[src/rtl/hes_msg_feeder.sv]
// Message feeder for the hash core: byte FIFO, start/F_dr/End_of_File handshake, digest capture.
// Optional byte counter and length-error flag when HES_FEED_BYTECNT_EN is defined.
module hes_msg_feeder #(
  parameter int DEPTH   = 16,
  parameter int H_WIDTH = 64
) (
  input  logic               clk,
  input  logic               rst,
  input  logic               wr_en,
  input  logic [7:0]         wr_data,
  input  logic               wr_last,
  output logic               full,
  output logic               ovf,
  input  logic               cmd_go,
  input  logic               cmd_empty,
  output logic               start,
  output logic               F_dr,
  output logic [7:0]         M,
  input  logic               F_rtr,
  output logic               End_of_File,
  input  logic               H_ready,
  input  logic [H_WIDTH-1:0] h_in,
  output logic [H_WIDTH-1:0] digest,
  output logic               digest_valid,
  output logic               busy
`ifdef HES_FEED_BYTECNT_EN
  ,
  output logic [31:0]        byte_cnt,
  output logic               len_err
`endif
);

  // state  | meaning
  // IDLE   | waiting for cmd_go; FIFO may be preloaded
  // ARM    | start asserted until first handshake (or F_rtr for an empty message)
  // STREAM | one byte per handshake until the last-marked byte is popped
  // WAIT_H | End_of_File held until the core reports H_ready
  typedef enum logic [1:0] {IDLE, ARM, STREAM, WAIT_H} state_t;

  localparam int AW = $clog2(DEPTH);
  localparam logic [AW:0] CNT_FULL = (AW+1)'(DEPTH);

  state_t             state_q, state_d;
  logic [8:0]         mem_q [DEPTH];
  logic [AW-1:0]      wr_ptr_q, wr_ptr_d, rd_ptr_q, rd_ptr_d;
  logic [AW:0]        count_q, count_d;
  logic               ovf_q, ovf_d;
  logic               empty_msg_q, empty_msg_d;
  logic               eof_flag_q, eof_flag_d;
  logic               digest_valid_q, digest_valid_d;
  logic [H_WIDTH-1:0] digest_q, digest_d;
  logic               fifo_empty, do_wr, do_rd, go_acc;
  logic [8:0]         head;

  assign fifo_empty   = (count_q == '0);
  assign full         = (count_q == CNT_FULL);
  assign head         = mem_q[rd_ptr_q];
  assign M            = fifo_empty ? 8'h00 : head[7:0];
  assign do_wr        = wr_en & ~full;
  assign do_rd        = F_dr & F_rtr;
  assign ovf          = ovf_q;
  assign digest       = digest_q;
  assign digest_valid = digest_valid_q;
  assign busy         = (state_q != IDLE);

  always_comb begin
    state_d        = state_q;
    start          = 1'b0;
    F_dr           = 1'b0;
    End_of_File    = 1'b0;
    go_acc         = 1'b0;
    empty_msg_d    = empty_msg_q;
    eof_flag_d     = eof_flag_q;
    digest_d       = digest_q;
    digest_valid_d = digest_valid_q;
    case (state_q)
      IDLE: begin
        if (cmd_go) begin
          go_acc         = 1'b1;
          state_d        = ARM;
          digest_valid_d = 1'b0;
          empty_msg_d    = cmd_empty;
          eof_flag_d     = 1'b0;
        end
      end
      ARM: begin
        start = 1'b1;
        if (empty_msg_q) begin
          End_of_File = 1'b1;
          if (F_rtr) state_d = WAIT_H;
        end else begin
          F_dr = ~fifo_empty;
          if (~fifo_empty && F_rtr) begin
            state_d    = STREAM;
            eof_flag_d = head[8];
          end
        end
      end
      STREAM: begin
        if (eof_flag_q) begin
          End_of_File = 1'b1;
          state_d     = WAIT_H;
        end else begin
          F_dr = ~fifo_empty;
          if (~fifo_empty && F_rtr && head[8]) eof_flag_d = 1'b1;
        end
      end
      WAIT_H: begin
        End_of_File = 1'b1;
        if (H_ready) begin
          digest_d       = h_in;
          digest_valid_d = 1'b1;
          state_d        = IDLE;
        end
      end
      default: state_d = IDLE;
    endcase
  end

  // full is judged before any same-cycle pop, so a write while full is always dropped
  always_comb begin
    wr_ptr_d = do_wr ? wr_ptr_q + 1'b1 : wr_ptr_q;
    rd_ptr_d = do_rd ? rd_ptr_q + 1'b1 : rd_ptr_q;
    count_d  = count_q;
    if (do_wr && !do_rd) count_d = count_q + 1'b1;
    else if (!do_wr && do_rd) count_d = count_q - 1'b1;
    ovf_d = go_acc ? 1'b0 : ovf_q;
    if (wr_en && full) ovf_d = 1'b1;
  end

  always_ff @(posedge clk) begin
    if (do_wr) mem_q[wr_ptr_q] <= {wr_last, wr_data};
  end

  always_ff @(posedge clk) begin
    if (rst) begin
      state_q        <= IDLE;
      wr_ptr_q       <= '0;
      rd_ptr_q       <= '0;
      count_q        <= '0;
      ovf_q          <= 1'b0;
      empty_msg_q    <= 1'b0;
      eof_flag_q     <= 1'b0;
      digest_valid_q <= 1'b0;
      digest_q       <= '0;
    end else begin
      state_q        <= state_d;
      wr_ptr_q       <= wr_ptr_d;
      rd_ptr_q       <= rd_ptr_d;
      count_q        <= count_d;
      ovf_q          <= ovf_d;
      empty_msg_q    <= empty_msg_d;
      eof_flag_q     <= eof_flag_d;
      digest_valid_q <= digest_valid_d;
      digest_q       <= digest_d;
    end
  end

`ifdef HES_FEED_BYTECNT_EN
  logic [31:0] byte_cnt_q, byte_cnt_d;
  logic        len_err_q, len_err_d;
  logic        wait_entry;

  assign wait_entry = (state_d == WAIT_H) && (state_q != WAIT_H);
  assign byte_cnt   = byte_cnt_q;
  assign len_err    = len_err_q;

  // a non-empty message reaching WAIT_H with no bytes counted means the handshake logic is broken
  always_comb begin
    byte_cnt_d = byte_cnt_q;
    len_err_d  = len_err_q;
    if (go_acc) begin
      byte_cnt_d = '0;
      len_err_d  = 1'b0;
    end else begin
      if (do_rd && byte_cnt_q != '1) byte_cnt_d = byte_cnt_q + 1'b1;
      if (wait_entry && byte_cnt_q == '0 && !empty_msg_q) len_err_d = 1'b1;
    end
  end

  always_ff @(posedge clk) begin
    if (rst) begin
      byte_cnt_q <= '0;
      len_err_q  <= 1'b0;
    end else begin
      byte_cnt_q <= byte_cnt_d;
      len_err_q  <= len_err_d;
    end
  end
`endif

endmodule

[config.mk]
export PLATFORM = sky130hd
export DESIGN_NAME = hes_msg_feeder
export DESIGN_NICKNAME = d
export VERILOG_FILES = /design/src/rtl/hes_msg_feeder.sv
export SDC_FILE = /design/constraint.sdc
export NUM_CORES = 1
export LEC_CHECK = 0
export BUFFER_PORTS_ARGS = -buffer_cell sky130_fd_sc_hd__buf_2
export CAP_MARGIN = 10
export CORE_AREA = 2 2 172 123
export CTS_BUF_LIST = sky130_fd_sc_hd__clkbuf_4
export CTS_CLUSTER_SIZE = 24
export DETAILED_ROUTE_END_ITERATION = 12
export DIE_AREA = 0 0 174 125
export PLACE_DENSITY = 0.73
export SLEW_MARGIN = 15
export SYNTH_ARGS = -nofsm -noshare
export SYNTH_HDL_FRONTEND = slang
export SYNTH_SLANG_ARGS = --single-unit
export TNS_END_PERCENT = 30
[constraint.sdc]
create_clock -name clk -period 3.2 [get_ports clk]
set_clock_uncertainty 0.05 [all_clocks]
set_input_delay 0.16 -clock clk [delete_from_list [all_inputs] [get_ports clk]]
set_output_delay 0.16 -clock clk [all_outputs]
set_load 0.005 [all_outputs]
Word level (Yosys, flattened, before mapping)
Memories as Yosys holds them, arrays and structs flattened. A register that Yosys moved wholly into a read port is not among the register bits.
Index checks and enable logic that the tools add are counted.
Widths: inputs -> output; s select.
{"block": "totals", "regBits": 83, "latchBits": 0, "ramBits": 144, "mem_bits_ro": 0, "input_bits": 80, "word_cells": 81, "memories": 1}
{"name": "mem_q", "depth": 16, "word_bits": 9, "read_ports": 1, "rd_clocked_by_memory_dff": 1, "write_ports": 1, "line_no": "44", "source": "logic [8:0] mem_q [DEPTH];"}
{"block": "op_classes", "add_sub_neg": 4, "mul": 0, "n_div": 0, "order_cmp": 0, "eq_ne": 11, "shift": 0, "n_mux": 33, "bitwise_logic": 4, "n_reduce_logical": 19}
{"cell": "$mux 1", "n": 17}
{"cell": "$mux 2", "n": 6}
{"cell": "$mux 5", "n": 2}
{"cell": "$ne 2x2->1 const B", "n": 5}
{"cell": "$add 4x1->4 const B", "n": 2}
{"cell": "$mux 4", "n": 2}
{"cell": "$mux 8", "n": 1}
{"cell": "$pmux 2 s4", "n": 1}
{"cell": "$reduce_bool 2->1", "n": 4}
{"cell": "$ne 3x3->1 const B", "n": 2}
{"cell": "$pmux 1 s3", "n": 2}
{"cell": "$add 5x1->5 const B", "n": 1}
{"cell": "$eq 5x5->1 const B", "n": 1}
{"cell": "$logic_and 1x1->1", "n": 5}
{"cell": "$logic_not 5->1", "n": 1}
{"cell": "$reduce_and 5->1", "n": 1}
{"cell": "$sub 5x1->5 const B", "n": 1}
{"cell": "$eq 2x2->1 const B", "n": 2}
{"cell": "$pmux 1 s2", "n": 2}
{"cell": "$reduce_and 2->1", "n": 2}
{"cell": "$reduce_and 4->1", "n": 1}
{"cell": "$reduce_and 3->1", "n": 1}
{"cell": "$reduce_bool 3->1", "n": 1}
{"cell": "$and 1x1->1", "n": 2}
{"cell": "4 further kinds", "n": 6}

Logic depth before layout (Yosys ltp)
{"block": "depth", "ltp_word": 8, "depth_mapped": 13, "mapped_depth_nobuf": 13}

Worst setup path before layout
Ideal clock, no wire load.
{"block": "synth_path", "kind": "reg-to-reg", "startpoint": "register state_q[1]", "endpoint": "register count_q[4]", "arrival_ns": 2.719, "t_required_ns": 3.080, "slack_ns": 0.360, "stages_incl_launch_ff": 14, "n_path_buf": 0, "synth_period_minus_slack_ns": 2.840, "path_cell_list": "dfxtp_1 -> inv_1 -> ha_1 -> nand2b_1 -> a221oi_2 -> nand2_1 -> ha_1 -> inv_1 -> ha_1 -> a21o_1 -> a21oi_1 -> xnor2_1 -> or3_1 -> a21oi_1"}
{"block": "synth_via", "elab_chain_len": 6, "word_cells_on_any_way": 9}
{"element": "from (decl)", "line_no": "43", "source": "state_t state_q, state_d;"}
{"element": "from (signal assigned)", "line_no": "147", "source": "state_q <= state_d;"}
{"element": "$eq 2x2->1 / $eq 2x1->1 (equally long branches)", "line_no": "76", "source": "case (state_q)"}
{"element": "$pmux 1 s2 (*)", "line_no": "76"}
{"element": "via F_dr", "line_no": "17", "source": "output logic F_dr,"}
{"element": "$and 1x1->1 (*)", "line_no": "60", "source": "assign do_rd = F_dr & F_rtr;"}
{"element": "$logic_not 1->1", "line_no": "125", "source": "if (do_wr && !do_rd) count_d = count_q + 1'b1;"}
{"element": "$logic_and 1x1->1", "line_no": "125"}
{"element": "$mux 5 / $reduce_bool 2->1 (equally long branches)"}
{"element": "to (signal assigned)", "line_no": "150", "source": "count_q <= count_d;"}
{"element": "to (decl)", "line_no": "46", "source": "logic [AW:0] count_q, count_d;"}
Mark *: on every way through the listed nets, which the timed path passes. The rest lies on a longest branch.
A chain may end at the register's enable or synchronous reset.

Final worst setup path
{"block": "layout_path", "startpoint": "register state_q[1]", "endpoint": "register count_q[4]"}
{"block": "layout_via", "elab_chain_len": 6, "word_cells_on_any_way": 9}
{"element": "$eq 2x2->1 / $eq 2x1->1 (equally long branches)", "line_no": "76"}
{"element": "$pmux 1 s2 (*)", "line_no": "76"}
{"element": "$and 1x1->1 (*)", "line_no": "60"}
{"element": "$logic_not 1->1", "line_no": "125"}
{"element": "$logic_and 1x1->1", "line_no": "125"}
{"element": "$mux 5 / $reduce_bool 2->1 (equally long branches)"}
Mark *: on every way between the ends. The rest lies on a longest branch, timed or not.

==> flow_metrics.tcl <==
set metrics [dict create \
    root_buffer "clkbuf_4" \
    grt_max_degree 65 \
    hold_path_class "input pin to register" \
    crit_required_ps 3730 \
    final_util_pct 58.1 \
    syn_area_sq_mm 0.00891 \
    yosys.area_share.simple_pct 9.28 \
    setup_viol 0 \
    cpPeakStageDelay_ps 390 \
    cp-end-kind "register" \
    start_util_pct 44.0 \
    synth-adder-area-share_pct 2.05 \
    grtUsageMet2_pct 32.2 \
    first_global_vias 6720 \
    syn_avg_cell_area_sq_um 13.9 \
    port_buffers 158 \
    finalCriticalPeriod_ps 2940 \
    top_usage_layer "met2" \
    p_leak_nw 4.46 \
    synth-edff-count 144 \
    drcViolationCount 0 \
    die_w_microns 174 \
    syn_nets 737 \
    nets 1040 \
    cts.sinks 231 \
    drv_cap 0 \
    crit_arrival_ps 3470 \
    ir_worst_vdd_uv 238 \
    yosysWarnings 0 \
    drt-vias-per-instance 5.16 \
    syn_inst 643 \
    synth.most_common_cell "edfxtp_1" \
    grt_overflow 0 \
    crit_chain "inv_1 > ha_1 > inv_1 > a221oi_2 > nand2_2 > ha_1 > inv_2 > ha_1 > a21o_1 > a21oi_1 > xnor2_1 > or3_1 > a21oi_1" \
    critPathMaxFanout 5 \
    finalPower_mw 7.12 \
    dr.first_iter.drc_count 485 \
    cts_max_level 2 \
    cts_made_buffers 54 \
    synth_top_cell_area_share_pct 48.5 \
    cp-start-kind "register" \
    rows 44 \
    io_pins 159 \
    fin_setup_tns_ps 0 \
    synthArstFlopShare_pct 0 \
    nFillCells 1566 \
    period_share_pct 91.9 \
    use_met3_pct 4.29 \
    grt_use_met1_pct 26.9 \
    slew_headroom_pct 33.7 \
    antenna_found_initial 1 \
    muxShareOfSynthArea_pct 11.8 \
    synthFlopType "edfxtp_1" \
    power_density_mw_per_mm2 604 \
    synth_xor_area_share_pct 0.983 \
    dr.pass1.iters 5 \
    clk_latency_ps 690 \
    grtUsageTotal_pct 20.6 \
    ctsLongestPathBuffers 3 \
    drv_slew 0 \
    wl_per_cell_microns 17.8 \
    crit_slowest_cell "dfxtp_1" \
    synth.ff_latch_count 231 \
    synth_cell_types 38 \
    synth_area_leader_cell "edfxtp_1" \
    path_class "register to register" \
    hpwlAfterDp_mm 13.2 \
    synth_common_cells "144 x edfxtp_1, 139 x nand2_1, 87 x dfxtp_1" \
    worst_slew_pin_slew_ps 991 \
    wl_mm 22.4 \
    die_y_microns 125 \
    synth_compound_area_share_pct 5.62 \
    drtAntennaViolNets 0 \
    grt_pass1_wl_mm 35.1 \
    die-area_sq_mm 0.0218 \
    cts_tree "yes" \
    status "complete, no violations" \
    ys_seq_area_share_pct 68.1 \
    dr_total_vias 6507 \
    area_growth_pct 32.2 \
    core_region_area_sq_mm 0.0203 \
    synth_top_family_by_area "multiplexers" \
    gp_congestion 0.778 \
    hold_viol_final 0 \
    clk_pin_slew_worst_paths_ps 70 \
    crit_top_cell "ha_1" \
    drive_above_1_share_pct 31.5 \
    fmax_ghz 0.340 \
    synth.area.top_cells "edfxtp_1 49%, dfxtp_1 20%, mux4_2 11%" \
]
[cell type report]
| type | count | area, sq um | area share (%) |
|---|---|---|---|
| repair buffers | 282 | 1990 | 16.9 |
| inverters | 10 | 37.5 | 0.319 |
| clock inverters | 18 | 106 | 0.903 |
| well taps | 276 | 345 | 2.93 |
| diodes | 1 | 2.50 | 0.0212 |
| clock buffers | 75 | 563 | 4.78 |
| flip-flops and latches | 231 | 6070 | 51.5 |
| multi-input cells | 367 | 2660 | 22.6 |
[metrics by stage]
stage                     hold WS (ps)  area [sq um]  cells  setup WS [ps]
after floorplan                    209          8910    643            360
after global placement             350         10100   1062            374
after detailed placement           355         10100   1062            316
after CTS                         22.6         11800   1259            199
after global routing              33.2         11800   1260          -2.67
final                             88.5         11800   1260            258
[per-layer routing]
layer	up-vias	routed length (microns)
met5	-	0
met4	0	1070
met3	93	1890
met2	333	10500
met1	3104	8960
li1	2977	-
[worst max-delay path, delay by kind of cell (launching register included)]
family                   cells  cell delay (ps)
flip-flops                   1              390
AO/OA/AOI/OAI                4              760
buffers and inverters        3              240
adder cells (fa/ha/maj)      3              850
AND/OR/NAND/NOR              2              450
XOR/XNOR                     1               90
[logic make-up (layout without fill, tap and decap cells)]
logic type / Yosys count / after routing
AO/OA/AOI/OAI: 91 / 91
buffers and inverters: 45 / 385
AND/OR/NAND/NOR: 202 / 202
multiplexers: 50 / 50
flip-flops: 231 / 231
XOR/XNOR: 10 / 10
adder cells (fa/ha/maj): 14 / 14
other: 0 / 1
[report_power, final]
| group | switching, mW | total [mW] | internal (mW) |
|---|---|---|---|
| combinational | 0.760 | 1.42 | 0.659 |
| clock | 1.13 | 2.29 | 1.16 |
| sequential | 0.0997 | 3.41 | 3.31 |
[worst paths after layout]
| path | startpoint | end | slack, ps | cells after the start |
|---|---|---|---|---|
| max | state_q[1]$_SDFFE_PP0P_ | count_q[4]$_SDFFE_PP0P_ | 260 | 13 |
| min | cmd_go | eof_flag_q$_SDFFE_PP0P_ | 90 | 5 |
| max reg2reg | state_q[1]$_SDFFE_PP0P_ | count_q[4]$_SDFFE_PP0P_ | 260 | 13 |
| min reg2reg | digest[24]$_SDFFE_PP0P_ | digest[24]$_SDFFE_PP0P_ | 400 | 2 |
[flip-flops by register name, indices dropped and copies added (netlist names), named ones only]
signal,cells
mem_q,144
digest,64
count_q,5
rd_ptr_q,4
wr_ptr_q,4
state_q,2
digest_valid,1
empty_msg_q,1
eof_flag_q,1
ovf,1
[cell usage in the layout (no fill, tap or decap), types with 2 or more instances in the layout]
| master | synthesis | routed |
|---|---|---|
| ha_1 | 13 | 12 |
| nand2_1 | 139 | 137 |
| nor3_1 | 5 | 5 |
| dfxtp_1 | 87 | 85 |
| dlygate4sd3_1 | 0 | 104 |
| mux2i_1 | 6 | 6 |
| buf_4 | 1 | 19 |
| nand3_1 | 5 | 5 |
| a221oi_1 | 2 | 2 |
| clkbuf_4 | 0 | 75 |
| nand2b_1 | 6 | 6 |
| nor2_1 | 31 | 31 |
| xnor2_1 | 4 | 4 |
| dfxtp_2 | 0 | 2 |
| a21oi_1 | 75 | 75 |
| nor2b_1 | 9 | 9 |
| inv_1 | 10 | 9 |
| clkinvlp_4 | 0 | 2 |
| o21ai_0 | 3 | 3 |
| a21o_1 | 3 | 3 |
| mux4_2 | 44 | 44 |
| clkinv_1 | 0 | 14 |
| edfxtp_1 | 144 | 144 |
| xor2_1 | 6 | 6 |
| o31ai_1 | 2 | 2 |
| buf_2 | 2 | 158 |
[what timing repair did]
item                                   CTS  global route
resized for setup                        0             3
setup buffers                            0             0
endpoints found under the hold margin  229             0
hold buffers                           104             0
setup endpoints to repair                0             1
(Power assumes the default switching activity.)
